<file path="config.mk">
export PLATFORM = sky130hd
export DESIGN_NAME = sata_oob_controller_flat
export DESIGN_NICKNAME = d
export VERILOG_FILES = /design/src/rtl/sata_oob_if.sv /design/src/rtl/sata_oob_controller.sv /design/src/flat_wrapper.sv
export SDC_FILE = /design/constraint.sdc
export NUM_CORES = 1
export LEC_CHECK = 0
export BUFFER_PORTS_ARGS = -buffer_cell sky130_fd_sc_hd__buf_4
export CAP_MARGIN = 40
export CORE_UTILIZATION = 50
export DETAILED_ROUTE_END_ITERATION = 7
export PLACE_DENSITY = 0.72
export SYNTH_ARGS = -nofsm -noshare
export SYNTH_HDL_FRONTEND = slang
export SYNTH_SLANG_ARGS = --single-unit
</file>
<file path="constraint.sdc">
create_clock -name clk -period 2.1 [get_ports clk]
set_clock_uncertainty 0.15 [all_clocks]
set_input_delay 0.42 -clock clk [delete_from_list [all_inputs] [get_ports clk]]
set_output_delay 0.42 -clock clk [all_outputs]
set_load 0.1 [all_outputs]
</file>
<file path="src/rtl/sata_oob_if.sv">
// Signal bundle between the OOB sequencer, the OOB encoder/decoder and the link layer.
// master = sequencer side, slave = encoder/decoder/link-layer side.
interface sata_oob_if #(
    parameter int unsigned RETRY_MAX = 8
);
    localparam int unsigned RetryW = $clog2(RETRY_MAX + 1);

    logic              start;
    logic              cominit;
    logic              comwake;
    logic              oobfinish;
    logic              tx_busy;
    logic              tx_comreset;
    logic              tx_comwake;
    logic              linkup;
    logic              fail;
    logic [RetryW-1:0] retry_cnt;
    logic [3:0]        state;

    modport master (
        input  start, cominit, comwake, oobfinish, tx_busy,
        output tx_comreset, tx_comwake, linkup, fail, retry_cnt, state
    );

    modport slave (
        output start, cominit, comwake, oobfinish, tx_busy,
        input  tx_comreset, tx_comwake, linkup, fail, retry_cnt, state
    );
endinterface

</file>
<file path="src/rtl/sata_oob_controller.sv">
// Host-side SATA OOB link-initialization sequencer: COMRESET/COMWAKE encoder handshakes,
// per-phase response timeouts and bounded COMRESET retries.
module sata_oob_controller #(
    parameter int unsigned TIMEOUT   = 32768,
    parameter int unsigned RETRY_MAX = 8
) (
    input logic        clk,
    input logic        reset,
    sata_oob_if.master bus
);
    localparam int unsigned TimerW = $clog2(TIMEOUT + 1);
    localparam int unsigned RetryW = $clog2(RETRY_MAX + 1);

    typedef enum logic [3:0] {
        StIdle             = 4'd0,
        StSendComreset     = 4'd1,
        StWaitComresetDone = 4'd2,
        StWaitCominit      = 4'd3,
        StSendComwake      = 4'd4,
        StWaitComwakeDone  = 4'd5,
        StWaitComwakeRx    = 4'd6,
        StWaitOobfinish    = 4'd7,
        StLinkup           = 4'd8,
        StFail             = 4'd9
    } state_e;

    state_e              state_q, state_d;
    logic [TimerW-1:0]   timer_q, timer_d;
    logic [RetryW-1:0]   retry_q, retry_d;
    logic                pending_q, pending_d;
    logic                tx_comreset_q, tx_comwake_q, linkup_q, fail_q;

    logic waiting;
    logic timed_out;
    logic entering;

    always_comb begin
        state_d   = state_q;
        retry_d   = retry_q;
        pending_d = pending_q;
        waiting   = (state_q == StWaitCominit) || (state_q == StWaitComwakeRx) ||
                    (state_q == StWaitOobfinish);
        timed_out = waiting && (timer_q == TimerW'(TIMEOUT));

        if (bus.start) begin
            state_d   = StSendComreset;
            retry_d   = '0;
            pending_d = 1'b0;
        end else begin
            // The device may answer COMINIT while our own COMRESET burst is still on the line.
            if (bus.cominit && ((state_q == StSendComreset) || (state_q == StWaitComresetDone))) begin
                pending_d = 1'b1;
            end

            unique case (state_q)
                StIdle: ;
                StSendComreset:     if (bus.tx_busy)  state_d = StWaitComresetDone;
                StWaitComresetDone: if (!bus.tx_busy) state_d = StWaitCominit;
                StWaitCominit: begin
                    if (bus.cominit || pending_q) begin
                        state_d   = StSendComwake;
                        pending_d = 1'b0;
                    end
                end
                StSendComwake:      if (bus.tx_busy)  state_d = StSendComwake == state_q ?
                                                                StWaitComwakeDone : state_q;
                StWaitComwakeDone:  if (!bus.tx_busy) state_d = StWaitComwakeRx;
                StWaitComwakeRx: begin
                    if (bus.cominit)      state_d = StSendComwake;
                    else if (bus.comwake) state_d = StWaitOobfinish;
                end
                StWaitOobfinish: begin
                    if (bus.cominit)        state_d = StSendComwake;
                    else if (bus.oobfinish) state_d = StLinkup;
                end
                StLinkup:           if (bus.cominit)  state_d = StSendComwake;
                StFail: ;
                default:            state_d = StIdle;
            endcase

            // Any qualifying event in the timeout cycle has already moved state_d.
            if (timed_out && (state_d == state_q)) begin
                if (retry_q < RetryW'(RETRY_MAX)) begin
                    retry_d = retry_q + RetryW'(1);
                    state_d = StSendComreset;
                end else begin
                    state_d = StFail;
                end
            end
        end

        entering = bus.start || (state_d != state_q);
        if (entering && (state_d == StSendComreset)) begin
            pending_d = 1'b0;
        end

        if (entering) begin
            timer_d = '0;
        end else if (waiting && (timer_q != TimerW'(TIMEOUT))) begin
            timer_d = timer_q + TimerW'(1);
        end else begin
            timer_d = timer_q;
        end
    end

    always_ff @(posedge clk or posedge reset) begin
        if (reset) begin
            state_q       <= StIdle;
            timer_q       <= '0;
            retry_q       <= '0;
            pending_q     <= 1'b0;
            tx_comreset_q <= 1'b0;
            tx_comwake_q  <= 1'b0;
            linkup_q      <= 1'b0;
            fail_q        <= 1'b0;
        end else begin
            state_q       <= state_d;
            timer_q       <= timer_d;
            retry_q       <= retry_d;
            pending_q     <= pending_d;
            // Outputs are registered from the next state so they track state_q exactly.
            tx_comreset_q <= (state_d == StSendComreset);
            tx_comwake_q  <= (state_d == StSendComwake);
            linkup_q      <= (state_d == StLinkup);
            fail_q        <= (state_d == StFail);
        end
    end

    assign bus.tx_comreset = tx_comreset_q;
    assign bus.tx_comwake  = tx_comwake_q;
    assign bus.linkup      = linkup_q;
    assign bus.fail        = fail_q;
    assign bus.retry_cnt   = retry_q;
    assign bus.state       = state_q;
endmodule

</file>
<file path="src/flat_wrapper.sv">
// flat-port wrapper written by rule: the top's interface ports become plain ports
module sata_oob_controller_flat 
#(
    parameter int unsigned TIMEOUT   = 32768,
    parameter int unsigned RETRY_MAX = 8
)
  (clk, reset, bus_start, bus_cominit, bus_comwake, bus_oobfinish, bus_tx_busy, bus_tx_comreset, bus_tx_comwake, bus_linkup, bus_fail, bus_retry_cnt, bus_state);
  sata_oob_if #(.RETRY_MAX(RETRY_MAX)) bus_i ();
  input logic clk;
  input logic reset;
  input wire logic [$bits(bus_i.start)-1:0] bus_start;
  input wire logic [$bits(bus_i.cominit)-1:0] bus_cominit;
  input wire logic [$bits(bus_i.comwake)-1:0] bus_comwake;
  input wire logic [$bits(bus_i.oobfinish)-1:0] bus_oobfinish;
  input wire logic [$bits(bus_i.tx_busy)-1:0] bus_tx_busy;
  output wire logic [$bits(bus_i.tx_comreset)-1:0] bus_tx_comreset;
  output wire logic [$bits(bus_i.tx_comwake)-1:0] bus_tx_comwake;
  output wire logic [$bits(bus_i.linkup)-1:0] bus_linkup;
  output wire logic [$bits(bus_i.fail)-1:0] bus_fail;
  output wire logic [$bits(bus_i.retry_cnt)-1:0] bus_retry_cnt;
  output wire logic [$bits(bus_i.state)-1:0] bus_state;
  assign bus_i.start = bus_start;
  assign bus_i.cominit = bus_cominit;
  assign bus_i.comwake = bus_comwake;
  assign bus_i.oobfinish = bus_oobfinish;
  assign bus_i.tx_busy = bus_tx_busy;
  assign bus_tx_comreset = bus_i.tx_comreset;
  assign bus_tx_comwake = bus_i.tx_comwake;
  assign bus_linkup = bus_i.linkup;
  assign bus_fail = bus_i.fail;
  assign bus_retry_cnt = bus_i.retry_cnt;
  assign bus_state = bus_i.state;
  sata_oob_controller #(.TIMEOUT(TIMEOUT), .RETRY_MAX(RETRY_MAX)) u_core (.clk(clk), .reset(reset), .bus(bus_i));
endmodule
</file>
After elaboration in Yosys (flattened, before gate mapping)

Index checks and enable logic that the tools add are counted.

Bits in registers: 29
Input port bits: 7
Output and inout bits: 12
Word-level logic and storage cells: 71

$add $sub $neg: 2
Magnitude comparators: 1
Equal/unequal tests: 18
Mux-type cells: 26
Reductions and logical operators: 16

Operators with widths:

| cell                                                 | number |
|---|---|
| 2-to-1 mux 4 bit                                     | 18 |
| one-hot mux 4 bit (9 select lines)                   | 1 |
| 2-to-1 mux 16 bit                                    | 2 |
| equality test 4 x 3 -> 1 bit (second input constant) | 5 |
| adder 16 x 1 -> 16 bit (second input constant)       | 1 |
| equality test 16 bit (second input constant)         | 1 |
| equality test 4 bit (second input constant)          | 4 |
| != test 16 bit (second input constant)               | 1 |
| equality test 4 x 1 -> 1 bit (second input constant) | 2 |
| equality test 4 x 2 -> 1 bit (second input constant) | 2 |
| nonzero test 2 bit                                   | 3 |
| logical AND 1 bit                                    | 5 |
| logical OR 1 bit                                     | 5 |
| 2-to-1 mux 1 bit                                     | 5 |
| adder 4 x 1 -> 4 bit (second input constant)         | 1 |
| equality test 3 x 4 -> 1 bit (first input constant)  | 1 |
| equality test 4 bit                                  | 1 |
| zero test 4 bit                                      | 1 |
| less-than comparator 4 bit (second input constant)   | 1 |
| != test 4 bit                                        | 1 |
| AND reduction 2 bit                                  | 1 |
| OR reduction 2 bit                                   | 1 |

Longest topological paths before layout

Gate-level depths: netlist of run 1.

Word-level depth: 13
Mapped depth: 9
Depth with buffers taken out: 8

Least setup slack after synthesis of run 1

No wires, ideal clock.

Kind: register to register
Start: reg u_core.state_q[0], in the netlist u_core.bus.state[0]
End: reg u_core.retry_q[0], in the netlist u_core.bus.retry_cnt[0]
Library setup time: 128 ps
Arrival: 2721 ps
Data required time: 1822 ps
Setup slack: -899 ps
Cell stages (with the launch flop): 7
Buffers on the path: 0
Period minus slack after synthesis: 2999 ps
Cells stage by stage: dfrtp_1 inv_2 or4_1 and3_1 and3b_1 and2b_2 mux2_1

Cells in the longest elaborated chain, start to end: 9
Elaborated cells on any way between the ends: 32
Those cells by class: 11 x eq/ne; 13 x mux; 8 x reduce/logical

RTL lines:

| element                                  | line                                                 | text |
|---|---|---|
| from (decl)                              | sata_oob_controller.sv:27                            | `state_e state_q, state_d;` |
| from (signal assigned)                   | sata_oob_controller.sv:108                           | `state_q <= StIdle;` |
| from (signal assigned)                   | sata_oob_controller.sv:117                           | `state_q <= state_d;` |
| equality test 3 x 4 -> 1 bit             | sata_oob_controller.sv:55, sata_oob_controller.sv:65 |  |
| 2-to-1 mux 4 bit (2 in a row)            | sata_oob_controller.sv:65                            | `StSendComwake: if (bus.tx_busy) state_d = StSendComwake == state_q ?` |
| one-hot mux 4 bit (9 select lines)       | sata_oob_controller.sv:55                            | `unique case (state_q)` |
| 2-to-1 mux 4 bit                         | sata_oob_controller.sv:45                            | `if (bus.start) begin` |
| equality test 4 bit                      | sata_oob_controller.sv:82                            | `if (timed_out && (state_d == state_q)) begin` |
| logical AND 1 bit (*)                    | sata_oob_controller.sv:82                            |  |
| nonzero test 2 bit (no source line) (*)  | -                                                    |  |
| AND reduction 2 bit (no source line) (*) | -                                                    |  |
| to (signal assigned)                     | sata_oob_controller.sv:119                           | `retry_q <= retry_d;` |
| to (decl)                                | sata_oob_controller.sv:29                            | `logic [RetryW-1:0] retry_q, retry_d;` |

Mark *: on every way between the ends. The rest lies on a longest branch, timed or not. The select of a mux whose other input is x is not followed.
A chain may end at the register's enable or synchronous reset.

Final worst setup path of run 1

Start: reg u_core.state_q[2], in the netlist u_core.bus.state[2]
End: reg u_core.timer_q[11]

Cells in the longest elaborated chain, start to end: 12
Elaborated cells on any way between the ends: 37
Those cells by class: 12 x eq/ne; 16 x mux; 9 x reduce/logical

RTL lines:

| element                                                 | line                                                 | text |
|---|---|---|
| equality test 3 x 4 -> 1 bit                            | sata_oob_controller.sv:55, sata_oob_controller.sv:65 |  |
| 2-to-1 mux 4 bit (2 in a row)                           | sata_oob_controller.sv:65                            |  |
| one-hot mux 4 bit (9 select lines)                      | sata_oob_controller.sv:55                            |  |
| 2-to-1 mux 4 bit                                        | sata_oob_controller.sv:45                            |  |
| equality test 4 bit                                     | sata_oob_controller.sv:82                            |  |
| logical AND 1 bit                                       | sata_oob_controller.sv:82                            |  |
| 2-to-1 mux 4 bit (*)                                    | sata_oob_controller.sv:82                            |  |
| 2-to-1 mux 4 bit (*)                                    | sata_oob_controller.sv:45                            |  |
| named net u_core.state_d[0]                             | sata_oob_controller.sv:27                            |  |
| != test 4 bit (*)                                       | sata_oob_controller.sv:92                            | `entering = bus.start \|\| (state_d != state_q);` |
| logical OR 1 bit (*)                                    | sata_oob_controller.sv:92                            |  |
| 2-to-1 mux 16 bit or nonzero test 2 bit (tied branches) | -                                                    |  |
| to (signal assigned)                                    | sata_oob_controller.sv:118                           | `timer_q <= timer_d;` |
| to (decl)                                               | sata_oob_controller.sv:28                            | `logic [TimerW-1:0] timer_q, timer_d;` |

The timed path passes the listed nets; every way through them passes the cells marked *. The select of a mux whose other input is x is not followed.

==> results.toml, run 1 <==
[status]
status = "finished with violations"
failed_checks = "negative setup slack"

[logic_synthesis]
async_reset_ff_frac = 1.00
synth_area_per_cell_um2 = 9.66
ys_seq_area_frac = 0.381
ys.flop_type = "dfrtp_1"
synth-edff-count = 0
synth_top_area_frac = 0.381
synth_area_leaders = "dfrtp_1, nor3_2, xnor2_1"
syn-num-nets = 207
synth_warnings = 0
synth_seq_cells = 29
post_synth_instance_area_um2 = 1900
ys_types = 55
syn_inst = 197
yosysTopAreaCell = "dfrtp_1"

[die]
rows = 22
dieArea_um2 = 4060
die_y_um = 63.7
die_w_um = 63.7
boundaryPins = 19
coreArea_um2 = 3660
start_util = 0.520

[power_and_ir_drop]
powerDensity_nw_per_um2 = 1100
leakage_nw = 1.29
ir_drop_mv = 0.774

[route]
drc = 0
routed-via-count = 1978
drt-wirelength-per-cell_um = 18.8
wl_mm = 6.24
avgViaCountPerCell = 5.96
drt-initial-drc-count = 146
ant_nets = 0
first_pass_iters = 4

[cells_and_area]
antenna_cells = 0
final_area_um2 = 2940
fillers = 209
nNetsFinal = 293
post-route-util = 0.804
syn_to_final_growth_pct = 54.6
drive_gt1_frac = 0.546

[worst_setup_path]
worstPathArrival_ns = 2.41
crit_path_start_kind = "register"
required_ns = 2.15
cp-end-kind = "register"
cp_max_fo = 8
path_class = "register to register"

[sta]
fin_crit_ns = 2.36
fin_ws_ns = -0.258
maxSlewViolCount = 0
tns_ns = -4.84
finalSetupViolations = 24
clock.fmax_ghz = 0.424
worst_slew_pin_slew_ns = 0.662
rsz0062_at_grt = "true"
hold_violations = 0
period_share = 1.12
slew-limit-headroom = 0.558

[global_route]
antenna_found_initial = 0
grt_usage = 0.326
grt_pass1_wl_mm = 10.1
grt_max_degree = 18
grt_overflow = 0
grt_pass1_vias = 2093

[clocking]
htreeDepth = 2
clk_path_buf_depth = 2
cts_tree = "built"
clk_pin_slew_ns = 0.07
cts-root-buf = "clkbuf_8"
clk_latency_ns = 0.28
clock-sinks = 29
cts_buffers = 5
cts_hold_buf = 0

[placement]
numPortBuffers = 18
placed_area_um2 = 2500
place_hpwl_mm = 3.79
preCtsSetupSlack_ns = -0.295
gp_congestion = 0.950

[min_path]
hold_path_class = "primary input to async pin"

[job]
maxCapViolCount = 0
==> sequential cells by signal, indices dropped and copies added, names as in the netlist <==
| name | count |
|---|---|
| u_core.bus.state | 4 |
| u_core.timer_q | 16 |
| u_core.bus.linkup | 1 |
| u_core.bus.tx_comwake | 1 |
| u_core.bus.fail | 1 |
| u_core.bus.retry_cnt | 4 |
| u_core.bus.tx_comreset | 1 |
| u_core.pending_q | 1 |
==> area by class of cell <==
class	instances	area, µm²	area share
multi-input cells	153	1300	0.443
flip-flops and latches	29	741	0.252
repair buffers	87	696	0.236
clock buffers	7	86.3	0.0293
well taps	48	60.1	0.0204
clock inverters	1	30.0	0.0102
inverters	7	26.3	0.00893
==> routing by layer <==
layer,global-route usage,routed length (µm),up-vias
met4,0.114,165,0
met1,0.419,2620,978
met5,0,0,-
li1,-,-,891
met3,0.0562,345,24
met2,0.545,3110,85
==> cell families (layout without fill, tap and decap cells) <==
logic type               Yosys count  count (layout)  synth area share
AND/OR/NAND/NOR                  102             102             0.337
flip-flops                        29              29             0.381
AO/OA/AOI/OAI                     25              26             0.107
XOR/XNOR                          16              16            0.0736
buffers and inverters             16             102            0.0486
multiplexers                       6               6            0.0329
adder cells (fa/ha/maj)            3               3            0.0197
==> layout by cell type, fill, tap and decap left out, types with 4 or more instances in the layout <==
cell / synthesis / final
buf_4: 0 / 78
buf_6: 2 / 8
clkbuf_8: 0 / 6
dfrtp_1: 29 / 25
dfrtp_4: 0 / 4
inv_1: 6 / 5
mux2i_1: 4 / 4
nand2_1: 9 / 6
nand2b_1: 4 / 4
nand3_1: 9 / 8
nand4_1: 5 / 5
nor2_1: 17 / 16
nor2b_1: 8 / 6
nor3_2: 9 / 15
nor3_4: 1 / 4
o21ai_0: 4 / 4
xnor2_1: 9 / 8
xor2_1: 7 / 7
==> power by group <==
group / switching [mW] / leakage (nW) / internal (mW)
combinational: 1.13 / 0.842 / 0.793
clock: 0.225 / 0.0585 / 0.387
sequential: 0.0810 / 0.391 / 0.626
total: 1.44 / 1.29 / 1.81
==> metrics by stage <==
stage / power (mW) / hold WS (ns) / cells
after floorplan: 1.73 / 0.348 / 197
after global placement: 2.22 / 0.386 / 310
after detailed placement: 2.24 / 0.405 / 310
after CTS: 3.07 / 0.102 / 330
after global routing: 3.37 / 0.145 / 332
final: 3.25 / 0.0854 / 332
==> worst paths after layout <==
kind | endpoint | startpoint | slack (ns) | cells past startpoint
max | u_core.timer_q[11]$_DFFE_PP0P_ | u_core.bus.state[2]$_DFF_PP0_ | -0.26 | 7
min | u_core.bus.tx_comreset$_DFF_PP0_ | reset | 0.09 | 2
max reg2reg | u_core.timer_q[11]$_DFFE_PP0P_ | u_core.bus.state[2]$_DFF_PP0_ | -0.26 | 7
min reg2reg | u_core.timer_q[14]$_DFFE_PP0P_ | u_core.timer_q[14]$_DFFE_PP0P_ | 0.47 | 2
max in group asynchronous | u_core.timer_q[8]$_DFFE_PP0P_ | reset | 1.16 | 3
min in group clk | u_core.bus.state[2]$_DFF_PP0_ | bus_start | 0.40 | 3
==> critical path, cell delays in order (launching register included) <==
cell      delay (ns)
dfrtp_4         0.48
buf_6           0.13
and4bb_4        0.19
a22oi_2         0.17
o21ai_2         0.11
or3_4           0.38
a221o_4         0.48
nor3_4          0.19
==> repair_timing <==
action	in CTS	in global routing
gates cloned	1	0
pin swaps	19	8
resized for setup	26	20
buffers inserted	12	2
setup endpoints to repair	23	26
==> cell usage after synthesis (2+ instances only) <==
library cell	instances
dfrtp_1	29
buf_2	5
xnor2_1	9
and3_1	4
inv_1	6
nor3_2	9
nand2_1	9
nand3_1	9
buf_6	2
nand4_1	5
mux2_1	2
nor2b_1	8
nor4b_1	3
ha_1	3
mux2i_1	4
nor2_1	17
a21oi_1	3
nor3b_1	2
or4_1	2
or3_1	2
o211ai_1	2
o21ai_0	4
nor3_1	12
nor4_1	4
nand2b_1	4
a22oi_1	3
xor2_1	7
Power figures use the tool's default switching activity.
==> run 2, diff against run 1 <==
CTS_BUF_LIST = sky130_fd_sc_hd__clkbuf_8   (was default)
==> run 2 against run 1 <==
The run still ends with negative setup slack left. First-iteration DRC count increased by 0.68%. Final cell count is the same. Critical endpoint unchanged. Clock power decreased by 0.8%. Fmax is essentially flat. Count of clock-buffer cells in the layout is 1 lower. Design area unchanged. Sequential cell count is the same. Die area unchanged. Non-clock buffer count stayed put.
==> results.toml, run 2 (same netlist as run 1, synthesis figures left out) <==
[job]
maxCapViolCount = 0

[placement]
numPortBuffers = 18
gp_congestion = 0.950
place_hpwl_mm = 3.79
placed_area_um2 = 2500
preCtsSetupSlack_ns = -0.295

[global_route]
grt_usage = 0.326
grt_pass1_wl_mm = 10.1
grt_max_degree = 18
antenna_found_initial = 0
grt_overflow = 0
grt_pass1_vias = 2093

[clocking]
cts_tree = "built"
cts-root-buf = "clkbuf_8"
clk_pin_slew_ns = 0.07
cts_buffers = 5
htreeDepth = 2
clock-sinks = 29
cts_hold_buf = 0
clk_path_buf_depth = 2
clk_latency_ns = 0.28

[route]
drc = 0
routed-via-count = 1979
drt-initial-drc-count = 147
wl_mm = 6.24
avgViaCountPerCell = 5.96
first_pass_iters = 4
drt-wirelength-per-cell_um = 18.8
ant_nets = 0

[die]
die_y_um = 63.7
boundaryPins = 19
die_w_um = 63.7
dieArea_um2 = 4060
start_util = 0.520
coreArea_um2 = 3660
rows = 22

[worst_setup_path]
critPathBufInv = 1
path_cells = "buf_6 > and2b_1 > a22oi_2 > o21ai_2 > or3_4 > a221o_4 > nor3_4"
crit_path_start_kind = "register"
cp-end-kind = "register"
slowest_delay_ns = 0.48
path_delay_family = "simple AND/OR/NAND/NOR gates"
path_class = "register to register"
worstPathArrival_ns = 2.41
cp_max_fo = 8
critPathSlowestCell = "dfrtp_4"
required_ns = 2.15

[sta]
rsz0062_at_grt = "true"
clock.fmax_ghz = 0.424
slew-limit-headroom = 0.558
hold_violations = 0
period_share = 1.12
finalSetupViolations = 24
worst_slew_pin_slew_ns = 0.663
fin_crit_ns = 2.36
whs_ns = 0.0858
maxSlewViolCount = 0
fin_ws_ns = -0.257

[power_and_ir_drop]
powerDensity_nw_per_um2 = 1100
ir_drop_mv = 0.772
leakage_nw = 1.30

[min_path]
hold_path_class = "primary input to async pin"

[cells_and_area]
final_common_cell = "buf_4"
nNetsFinal = 293
largest_reg_flops = 16
antenna_cells = 0
final_area_um2 = 2940
regMostFlops = "u_core.timer_q"
mostFrequentLayoutCells = "buf_4, dfrtp_1, nor2_1"
syn_to_final_growth_pct = 54.6
drive_gt1_frac = 0.546
post-route-util = 0.804

[status]
failed_checks = "negative setup slack"
status = "finished with violations"
==> run 2: worst paths after layout <==
check	from	endpoint	slack, ns	depth (start not counted)
min in group clk	bus_start	u_core.bus.state[2]$_DFF_PP0_	0.40	3
max reg2reg	u_core.bus.state[2]$_DFF_PP0_	u_core.timer_q[11]$_DFFE_PP0P_	-0.26	7
min reg2reg	u_core.timer_q[14]$_DFFE_PP0P_	u_core.timer_q[14]$_DFFE_PP0P_	0.47	2
max in group asynchronous	reset	u_core.timer_q[8]$_DFFE_PP0P_	1.16	3
max	u_core.bus.state[2]$_DFF_PP0_	u_core.timer_q[11]$_DFFE_PP0P_	-0.26	7
min	reset	u_core.bus.tx_comreset$_DFF_PP0_	0.09	2
==> run 2: metal layers <==
layer  wire length, µm  track usage
met1              2620        0.419
met2              3100        0.545
met3               324       0.0562
met4               198        0.114
met5                 0            0
==> run 2: final cells by class <==
cell class,count,area (µm²)
clock buffers,6,82.6
clock inverters,2,33.8
fillers,209,718
inverters,7,26.3
multi-input cells,153,1300
flip-flops and latches,29,741
well taps,48,60.1
repair buffers,87,696
==> run 2: repair_timing <==
action                                  CTS  global route
buffers inserted                         12             2
gates cloned                              1             0
resized for setup                        26            20
pin swaps                                19             8
endpoints found under the setup margin   23            26
==> run 2: worst register-to-register path: stages (launching register included) <==
cell	delay, ns
dfrtp_4	0.48
buf_6	0.13
and2b_1	0.19
a22oi_2	0.18
o21ai_2	0.10
or3_4	0.38
a221o_4	0.48
nor3_4	0.19
==> run 2: report_power, final <==
group          total [mW]  internal, mW  switching [mW]
registers           0.707         0.626          0.0809
logic                1.92         0.793            1.13
clock network       0.607         0.382           0.225
total                3.24          1.80            1.44
==> run 2: through the flow <==
stage / instances / TNS, ns / power [mW]
after floorplan: 197 / -8.46 / 1.73
after global placement: 310 / -3.67 / 2.22
after detailed placement: 310 / -4.59 / 2.24
after CTS: 330 / -4.25 / 3.06
after global routing: 332 / -6.10 / 3.36
final: 332 / -4.78 / 3.24
==> run 3, diff against run 2 <==
CORE_ASPECT_RATIO = 1.25   (was default)
==> run 3 against run 2 <==
The flow finishes with violations (design-rule violations, negative setup slack). Global-route usage is 0.88 points lower. Sequential cell count unchanged. Register-to-register slack gained 0.04 ns. Count of clock-buffer cells in the layout stayed put. Combinational power is 6% higher. Final cell count shrank 3.3%. Fmax up 1.9%. Core utilization up 0.88 points. Clock power decreased by 22%. Setup slack improved by 0.043 ns.
==> results.toml, run 3 (same netlist as run 1, synthesis figures left out) <==
[cells_and_area]
largest_reg_flops = 16
post-route-util = 0.813
drive_gt1_frac = 0.521
final_common_cell = "buf_4"
regMostFlops = "u_core.timer_q"
syn_to_final_growth_pct = 52.6
mostFrequentLayoutCells = "buf_4, dfrtp_1, nor2_1"
antenna_cells = 0
nNetsFinal = 291
final_area_um2 = 2900

[worst_setup_path]
r2r_start = "u_core.bus.state[2]$_DFF_PP0_"
crit_path_start_kind = "register"
worstPathArrival_ns = 2.32
reg2reg_depth = 7
path_class = "register to register"
cp_max_fo = 6
reg2reg_to = "u_core.bus.retry_cnt[2]$_DFFE_PP0P_"
cp-end-kind = "register"
required_ns = 2.11
reg2reg_slack_ns = -0.21

[die]
dieArea_um2 = 4060
rows = 24
start_util = 0.533
die_w_um = 57.2
coreArea_um2 = 3570
boundaryPins = 19
die_y_um = 71.0

[sta]
period_share = 1.10
finalSetupViolations = 23
slew-limit-headroom = 0.473
rsz0062_at_grt = "true"
fin_ws_ns = -0.213
fin_crit_ns = 2.31
maxSlewViolCount = 0
hold_violations = 0
worst_slew_pin_slew_ns = 0.789
whs_ns = 0.139
clock.fmax_ghz = 0.432
tns_ns = -3.81

[route]
drc = 3
routed-via-count = 1926
first_pass_iters = 6
ant_nets = 0
drt-initial-drc-count = 127
wl_mm = 6.29
drt-wirelength-per-cell_um = 19.6
avgViaCountPerCell = 6.00

[power_and_ir_drop]
p_sw_frac = 0.449
p_int_mw = 1.77
ir_drop_mv = 0.751
pwr-share-seq = 0.217
clockPowerShare = 0.147
p_sw_mw = 1.44
leakage_nw = 1.28
p_comb_frac = 0.636
powerDensity_nw_per_um2 = 1100

[clocking]
clk_path_buf_depth = 2
cts-root-buf = "clkbuf_8"
cts_buffers = 5
htreeDepth = 2
cts_hold_buf = 0
clk_pin_slew_ns = 0.06
clock-sinks = 29
clk_latency_ns = 0.28
cts_tree = "built"

[placement]
placed_area_um2 = 2510
numPortBuffers = 18
gp_congestion = 0.947
place_hpwl_mm = 4.00

[status]
status = "finished with violations"
failed_checks = "design-rule violations, negative setup slack"

[min_path]
hold_path_class = "primary input to async pin"

[global_route]
grt_overflow = 0
grt_pass1_vias = 2031
grt_max_degree = 20
grt_usage = 0.317
grt_pass1_wl_mm = 9.60
antenna_found_initial = 0

[job]
maxCapViolCount = 0
==> run 3: metrics by stage <==
stage,instances,setup WS [ns],power [mW]
3_3_place_gp,302,-0.248,2.27
6_report,321,-0.213,3.21
5_1_grt,321,-0.312,3.34
3_5_place_dp,302,-0.289,2.32
2_1_floorplan,197,-0.478,1.73
4_1_cts,318,-0.223,3.09
==> run 3: what timing repair did <==
| action | in CTS | in global routing |
|---|---|---|
| resized for setup | 31 | 13 |
| buffers inserted | 7 | 3 |
| setup endpoints to repair | 23 | 26 |
| pin swaps | 18 | 8 |
| gates cloned | 2 | 0 |
==> run 3: layout make-up <==
class	instances	area [µm²]
clock inverters	2	7.51
clock buffers	6	82.6
inverters	7	26.3
well taps	39	48.8
multi-input cells	153	1300
fillers	228	669
flip-flops and latches	29	741
repair buffers	85	698
==> run 3: worst max path at each step <==
stage                                              from                             endpoint  slack, ns
after detailed placement  u_core.bus.state[3]$_DFF_PP0_  u_core.bus.retry_cnt[0]$_DFFE_PP0P_      -0.29
after global routing      u_core.bus.state[2]$_DFF_PP0_        u_core.timer_q[2]$_DFFE_PP0P_      -0.31
final                     u_core.bus.state[2]$_DFF_PP0_  u_core.bus.retry_cnt[2]$_DFFE_PP0P_      -0.21
after CTS                 u_core.bus.state[2]$_DFF_PP0_        u_core.timer_q[4]$_DFFE_PP0P_      -0.22
after global placement                      bus_tx_busy  u_core.bus.retry_cnt[0]$_DFFE_PP0P_      -0.25
after floorplan           u_core.bus.state[2]$_DFF_PP0_  u_core.bus.retry_cnt[0]$_DFFE_PP0P_      -0.48
==> run 3: metal layers <==
layer  track usage  vias to the layer above  wire [µm]
met5             0                        -          0
met4         0.165                        0        210
met3        0.0603                       20        194
met2         0.573                       51       3410
met1         0.346                      966       2470
li1              -                      889          -
==> run 3: power groups by stage <==
stage | Clock (mW) | Combinational (mW) | Sequential [mW]
after global routing | 0.498 | 2.14 | 0.705
after detailed placement | 0 | 1.60 | 0.719
after floorplan | 0 | 0.754 | 0.977
final | 0.473 | 2.04 | 0.695
after global placement | 0 | 1.56 | 0.716
after CTS | 0.475 | 1.92 | 0.691
==> run 3: critical path, cell delays in order (launching register included) <==
cell and delay (ns):
dfrtp_4 0.51, xnor2_1 0.15, or4_4 0.44, and3_4 0.18, and3b_2 0.25, buf_4 0.12, nand3b_1 0.07, mux2_1 0.31
